<file path="config.mk">
export PLATFORM = sky130hd
export DESIGN_NAME = alu_mc_flat
export DESIGN_NICKNAME = d
export VERILOG_FILES = /design/src/rtl/alu_pkg.sv /design/src/rtl/alu_mc_if.sv /design/src/rtl/alu_comb.sv /design/src/rtl/alu_mc.sv /design/src/flat_wrapper.sv
export SDC_FILE = /design/constraint.sdc
export NUM_CORES = 1
export LEC_CHECK = 0
export CAP_MARGIN = 20
export CORE_MARGIN = 2
export CORE_UTILIZATION = 55
export DETAILED_ROUTE_END_ITERATION = 10
export PLACE_DENSITY = 0.76
export SLEW_MARGIN = 20
export SYNTH_ARGS = -nofsm -noshare
export SYNTH_HDL_FRONTEND = slang
export SYNTH_SLANG_ARGS = --single-unit
</file>
<file path="constraint.sdc">
create_clock -name clk -period 4 [get_ports clk]
set_input_delay 0.6 -clock clk [delete_from_list [all_inputs] [get_ports clk]]
set_output_delay 0.6 -clock clk [all_outputs]
set_load 0.02 [all_outputs]
</file>
<file path="src/rtl/alu_pkg.sv">
// Shared definitions for the multi-cycle ALU: opcodes, FSM states, and the counter-width helper.
package alu_pkg;

   typedef logic [2:0] opcode_t;

   localparam opcode_t OP_PASSA = 3'b000;
   localparam opcode_t OP_SUB   = 3'b001;
   localparam opcode_t OP_ADD   = 3'b010;
   localparam opcode_t OP_AND   = 3'b011;
   localparam opcode_t OP_XOR   = 3'b100;
   localparam opcode_t OP_PASSB = 3'b101;
   localparam opcode_t OP_OR    = 3'b110;
   localparam opcode_t OP_MUL   = 3'b111;

   typedef enum logic [1:0] {
      S_IDLE = 2'd0,
      S_BUSY = 2'd1,
      S_DONE = 2'd2
   } state_e;

   // Bits needed to count 0..v-1; never less than one bit.
   function automatic int unsigned clog2(input int unsigned v);
      int unsigned r;
      r = 1;
      for (int unsigned i = 1; i < 32; i++) begin
         if ((64'(1) << i) < 64'(v)) r = i + 1;
      end
      return r;
   endfunction

endpackage

</file>
<file path="src/rtl/alu_mc_if.sv">
// Request/response bus between a requester and the multi-cycle ALU.
interface alu_mc_if
   import alu_pkg::*;
#(
   parameter int unsigned WIDTH = 8
);

   logic             in_valid;
   logic             in_ready;
   opcode_t          opcode;
   logic [WIDTH-1:0] in_a;
   logic [WIDTH-1:0] in_b;
   logic             out_valid;
   logic             out_ready;
   logic [WIDTH-1:0] alu_out;
   logic             carry_out;
   logic             a_is_zero;
   logic             result_zero;

   modport slave (
      input  in_valid, opcode, in_a, in_b, out_ready,
      output in_ready, out_valid, alu_out, carry_out, a_is_zero, result_zero
   );

   modport master (
      output in_valid, opcode, in_a, in_b, out_ready,
      input  in_ready, out_valid, alu_out, carry_out, a_is_zero, result_zero
   );

endinterface

</file>
<file path="src/rtl/alu_comb.sv">
// Single-cycle datapath for every opcode except MUL; carry holds the add carry or the sub borrow.
module alu_comb
   import alu_pkg::*;
#(
   parameter int unsigned WIDTH = 8
) (
   input  opcode_t          op_i,
   input  logic [WIDTH-1:0] a_i,
   input  logic [WIDTH-1:0] b_i,
   output logic [WIDTH-1:0] result_c_o,
   output logic             carry_c_o
);

   logic [WIDTH:0] sum_c;
   logic [WIDTH:0] diff_c;

   assign sum_c  = {1'b0, a_i} + {1'b0, b_i};
   // Borrow lands in the extra top bit exactly when a < b.
   assign diff_c = {1'b0, a_i} - {1'b0, b_i};

   always_comb begin
      result_c_o = '0;
      carry_c_o  = 1'b0;
      case (op_i)
         OP_PASSA: result_c_o = a_i;
         OP_SUB: begin
            result_c_o = diff_c[WIDTH-1:0];
            carry_c_o  = diff_c[WIDTH];
         end
         OP_ADD: begin
            result_c_o = sum_c[WIDTH-1:0];
            carry_c_o  = sum_c[WIDTH];
         end
         OP_AND:   result_c_o = a_i & b_i;
         OP_XOR:   result_c_o = a_i ^ b_i;
         OP_PASSB: result_c_o = b_i;
         OP_OR:    result_c_o = a_i | b_i;
         default: begin
            result_c_o = '0;
            carry_c_o  = 1'b0;
         end
      endcase
   end

endmodule

</file>
<file path="src/rtl/alu_mc.sv">
// Multi-cycle ALU: single-cycle ops complete in one cycle, MUL runs a WIDTH-step shift-add loop.
module alu_mc
   import alu_pkg::*;
#(
   parameter int unsigned WIDTH = 8
) (
   input  logic     clk,
   input  logic     rst,
   alu_mc_if.slave  bus
);

   localparam int unsigned CNT_W = clog2(WIDTH);
   localparam int unsigned PW    = 2 * WIDTH;

   state_e           state_q;
   logic [CNT_W-1:0] cnt_q;
   logic [PW-1:0]    acc_q;
   logic [PW-1:0]    mcand_q;
   logic [WIDTH-1:0] mplier_q;

   logic             out_valid_q;
   logic [WIDTH-1:0] alu_out_q;
   logic             carry_q;
   logic             a_zero_q;
   logic             res_zero_q;

   logic             in_ready_c;
   logic             accept_c;
   logic [PW-1:0]    acc_d;
   logic [WIDTH-1:0] comb_res_c;
   logic             comb_carry_c;

   alu_comb #(.WIDTH(WIDTH)) u_comb (
      .op_i       (bus.opcode),
      .a_i        (bus.in_a),
      .b_i        (bus.in_b),
      .result_c_o (comb_res_c),
      .carry_c_o  (comb_carry_c)
   );

   // Ready in IDLE, or in DONE when the held result is being drained this cycle.
   assign in_ready_c = !rst && ((state_q == S_IDLE) ||
                                ((state_q == S_DONE) && bus.out_ready));
   assign accept_c   = bus.in_valid && in_ready_c;

   assign acc_d = acc_q + (mplier_q[0] ? mcand_q : '0);

   always_ff @(posedge clk) begin
      if (rst) begin
         state_q     <= S_IDLE;
         cnt_q       <= '0;
         acc_q       <= '0;
         mcand_q     <= '0;
         mplier_q    <= '0;
         out_valid_q <= 1'b0;
         alu_out_q   <= '0;
         carry_q     <= 1'b0;
         a_zero_q    <= 1'b0;
         res_zero_q  <= 1'b0;
      end else begin
         case (state_q)
            S_BUSY: begin
               acc_q    <= acc_d;
               mcand_q  <= mcand_q << 1;
               mplier_q <= mplier_q >> 1;
               cnt_q    <= cnt_q + CNT_W'(1);
               if (cnt_q == CNT_W'(WIDTH - 1)) begin
                  state_q     <= S_DONE;
                  cnt_q       <= '0;
                  out_valid_q <= 1'b1;
                  alu_out_q   <= acc_d[WIDTH-1:0];
                  carry_q     <= |acc_d[PW-1:WIDTH];
                  res_zero_q  <= (acc_d[WIDTH-1:0] == '0);
               end
            end
            default: begin
               if (accept_c) begin
                  a_zero_q <= (bus.in_a == '0);
                  if (bus.opcode == OP_MUL) begin
                     state_q     <= S_BUSY;
                     out_valid_q <= 1'b0;
                     cnt_q       <= '0;
                     acc_q       <= '0;
                     mcand_q     <= PW'(bus.in_a);
                     mplier_q    <= bus.in_b;
                  end else begin
                     state_q     <= S_DONE;
                     out_valid_q <= 1'b1;
                     alu_out_q   <= comb_res_c;
                     carry_q     <= comb_carry_c;
                     res_zero_q  <= (comb_res_c == '0);
                  end
               end else if ((state_q == S_IDLE) || bus.out_ready) begin
                  // Result drained with nothing new arriving (or already idle).
                  state_q     <= S_IDLE;
                  out_valid_q <= 1'b0;
               end
            end
         endcase
      end
   end

   assign bus.in_ready    = in_ready_c;
   assign bus.out_valid   = out_valid_q;
   assign bus.alu_out     = alu_out_q;
   assign bus.carry_out   = carry_q;
   assign bus.a_is_zero   = a_zero_q;
   assign bus.result_zero = res_zero_q;

endmodule

</file>
<file path="src/flat_wrapper.sv">
// flat-port wrapper written by rule: the top's interface ports become plain ports
module alu_mc_flat import alu_pkg::*;
#(
   parameter int unsigned WIDTH = 8
)
  (clk, rst, bus_in_valid, bus_opcode, bus_in_a, bus_in_b, bus_out_ready, bus_in_ready, bus_out_valid, bus_alu_out, bus_carry_out, bus_a_is_zero, bus_result_zero);
  alu_mc_if #(.WIDTH(WIDTH)) bus_i ();
  input  logic clk;
  input  logic rst;
  input wire logic [$bits(bus_i.in_valid)-1:0] bus_in_valid;
  input wire logic [$bits(bus_i.opcode)-1:0] bus_opcode;
  input wire logic [$bits(bus_i.in_a)-1:0] bus_in_a;
  input wire logic [$bits(bus_i.in_b)-1:0] bus_in_b;
  input wire logic [$bits(bus_i.out_ready)-1:0] bus_out_ready;
  output wire logic [$bits(bus_i.in_ready)-1:0] bus_in_ready;
  output wire logic [$bits(bus_i.out_valid)-1:0] bus_out_valid;
  output wire logic [$bits(bus_i.alu_out)-1:0] bus_alu_out;
  output wire logic [$bits(bus_i.carry_out)-1:0] bus_carry_out;
  output wire logic [$bits(bus_i.a_is_zero)-1:0] bus_a_is_zero;
  output wire logic [$bits(bus_i.result_zero)-1:0] bus_result_zero;
  assign bus_i.in_valid = bus_in_valid;
  assign bus_i.opcode = bus_opcode;
  assign bus_i.in_a = bus_in_a;
  assign bus_i.in_b = bus_in_b;
  assign bus_i.out_ready = bus_out_ready;
  assign bus_in_ready = bus_i.in_ready;
  assign bus_out_valid = bus_i.out_valid;
  assign bus_alu_out = bus_i.alu_out;
  assign bus_carry_out = bus_i.carry_out;
  assign bus_a_is_zero = bus_i.a_is_zero;
  assign bus_result_zero = bus_i.result_zero;
  alu_mc #(.WIDTH(WIDTH)) u_core (.clk(clk), .rst(rst), .bus(bus_i));
endmodule
</file>
==> out/metrics.csv <==
metric,value,unit
outcome,"finished, final reports clean",
die area,8710,um^2
PwrDens,239,nW/um^2
Max-cap violations,0,
GPL Wtd Cong,0.868,
largest net degree at the start of global routing,59,
max incr delay on CP,0.48,ns
Area growth syn-to-layout,11.3,%
area of the core,7730,um^2
sequential area share after synthesis,0.255,
worst setup path category,flip-flop to flip-flop,
Tot Pwr,1170,uW
CP required,4.18,ns
worst slew pin tran,1.05,ns
Vias,4196,
Critical Path Sink,u_core.bus.carry_out,
drt initial violations,253,
Syn Nets,633,
worst path buffer plus inverter count,0,
slowest stage cell on the critical path,dfxtp_1,
worst r2r src,u_core.mplier_q[0],
fraction of layout cells with a size suffix above 1,0.0696,
Total Routing Usage GR,0.272,
GRT overflow,0,
root buf cell,clkbuf_8,
Post-synth EDFFs,0,
CTS tree,yes,
WL/cell,16.9,um
Crit. Startpoint,u_core.mplier_q[0],
CP Capture Type,flip-flop,
min Tclk post-route,3.16,ns
max frequency,317,MHz
synthesized cell area,4390,um^2
fin cells,691,
R2R Path End,u_core.bus.carry_out,
post-placement cell count,683,
Post-DP Area,4790,um^2
post-route ant nets,0,
Synth area leaders,"dfxtp_1 (26%), ha_1 (12%), a21oi_1 (8.1%), nand2_1 (5.7%), nor2_1 (3.8%)",
Initial Util,0.568,
Pre-antenna DRT Iters,5,
"Largest delay share family, worst path",compound AO/OA/AOI/OAI gates,
Register Area,1120,um^2
most numerous cell in the Yosys netlist,a21oi_1,
die height,93.3,um
TNS Setup,0,ns
Peak VDD IR,0.000141,V
vias in the first global route,3916,
RSZ-0062 raised after global routing,no,
cells after synthesis,566,
Register-to-Register Setup Slack,0.84,ns
"Top FF cell, synth",dfxtp_1,
final setup vio count,0,
CTS clock-pin slew for the worst setup and hold paths,0.11,ns
"area leader, netlist",dfxtp_1,
Final nets,655,
multi-input logic area,3000,um^2
Max-slew headroom,0.301,
final hold vios,0,
Max Transition Viols Final,0,
clock latency on the worst-skew pair,0.31,ns
Critical Path Source Type,flip-flop,
Port Buf Inserts,35,
Cell Rows,32,
first-pass GRT wire length,19100,um
Sink Count,56,
cell depth of the worst flop-to-flop path,11,
ys async rst share,0,
synth warn,0,
final critical-path share of the clock period,0.789,
hpwl dp,9010,um
Mean Syn Cell Area,7.75,um^2
antenna violations before repair,0,
Post-synth top cells,"a21oi_1 (71), nand2_1 (67), dfxtp_1 (56), nor2_1 (45), ha_1 (41)",
Netlist cell types,70,
# hold bufs at CTS,0,
CTS H-tree depth,2,
Die W,93.3,um
CTS Buffer Depth,2,
leakage,0.00193,uW
Ports,36,
DRC viols,0,
CTS buffer count,5,
cell chain of the critical path,and2_1 -> ha_1 -> fa_1 -> a211oi_1 -> nor2_1 -> a211oi_4 -> a21oi_2 -> xnor2_1 -> nand3_1 -> nor4_2 -> o41ai_2,
CP Data Arrival Time,3.33,ns
Crit Path Max Fanout,17,
Fillers,683,
overall routed net length,11700,um
Final Skew,0.0118,ns
Vias/cell,6.07,
share of the synthesized area in the top cell type,0.255,
Ant. Diodes,0,
Post-CTS Resized,0,
Yosys reg bits,56,
number of setup buffers added after CTS,0,
HP Class,flip-flop to flip-flop,
CP Depth,11,
design area,4880,um^2
==> registers in the layout, indices dropped and copies added (netlist names) <==
name / count
u_core.bus.result_zero: 1
u_core.bus.carry_out: 1
u_core.bus.a_is_zero: 1
u_core.acc_q: 16
u_core.mplier_q: 8
u_core.mcand_q: 16
u_core.bus.alu_out: 8
u_core.cnt_q: 3
u_core.state_q: 2
==> placed cells by master, fill, tap and decap left out, drive strengths merged, types with 3 or more instances in the layout <==
cell           count
a22oi             18
inv               30
fa                 3
clkbuf             5
xnor2             10
nor4               5
xor2               4
nand3             28
a311oi             3
a221oi             7
a2111oi            4
nor2              45
o41ai              3
o21a               3
nor2b              5
a21o              11
a211oi            12
ha                41
buf               12
o221ai             3
o211ai             4
clkdlybuf4s50     34
and2              18
and3               4
nand2             68
o21bai             8
nand2b             7
o21ai             18
nor3              12
a21oi             75
dfxtp             56
==> how the worst min path moves through the flow <==
stage,from,endpoint,cells past startpoint
3_3_place_gp,u_core.mplier_q[6],u_core.mplier_q[6],2
2_1_floorplan,u_core.mplier_q[1],u_core.mplier_q[1],2
5_1_grt,u_core.mplier_q[1],u_core.mplier_q[1],2
3_5_place_dp,u_core.mplier_q[1],u_core.mplier_q[1],2
6_report,u_core.bus.a_is_zero,u_core.bus.a_is_zero,2
4_1_cts,u_core.mplier_q[1],u_core.mplier_q[1],2
==> metrics by stage <==
step            util  worst slack [ns]  hold slack (ns)
2_1_floorplan      -              1.14            0.437
3_3_place_gp   0.619             0.610            0.446
3_5_place_dp   0.619             0.608            0.448
4_1_cts        0.632             0.846            0.464
5_1_grt        0.632             0.662            0.483
6_report       0.632             0.845            0.461
==> worst reg2reg max path, delay by kind of cell (launching register included) <==
family / cells / cell delay, ns
compound gates: 4 / 0.85
xor+xnor: 1 / 0.20
fa+ha+maj: 2 / 0.71
flops: 1 / 0.48
simple gates: 4 / 0.78
==> metal layers <==
layer / track usage / up-vias / routed length (um)
met3: 0.0306 / 14 / 556
met5: 0 / - / 0
met2: 0.468 / 123 / 5620
met4: 0.0625 / 0 / 167
met1: 0.367 / 1967 / 5320
li1: - / 2092 / -
==> logic make-up after synthesis <==
| family | share of synthesized area |
|---|---|
| and+or+nand+nor | 0.217 |
| adders and majority gates | 0.131 |
| xor gates and xnor gates | 0.0279 |
| muxes | 0.0123 |
| DFF | 0.255 |
| AOI/OAI and AO/OA | 0.295 |
| buffers and inverters | 0.0610 |
==> power by group <==
part / leakage, uW / internal (uW) / switching (uW)
Combinational: 0.00143 / 110 / 156
Sequential: 0.000453 / 567 / 6.71
Clock: 0.0000463 / 129 / 199
==> final cells by class <==
cell class,count,share of cell area
Clock buffer,5,0.0141
Clock inverter,3,0.00564
Inverter,29,0.0223
Multi-Input combinational cell,450,0.615
Sequential cell,56,0.230
Tap cell,102,0.0261
Timing Repair Buffer,46,0.0876
No activity file was read; power rests on OpenSTA's default activity.
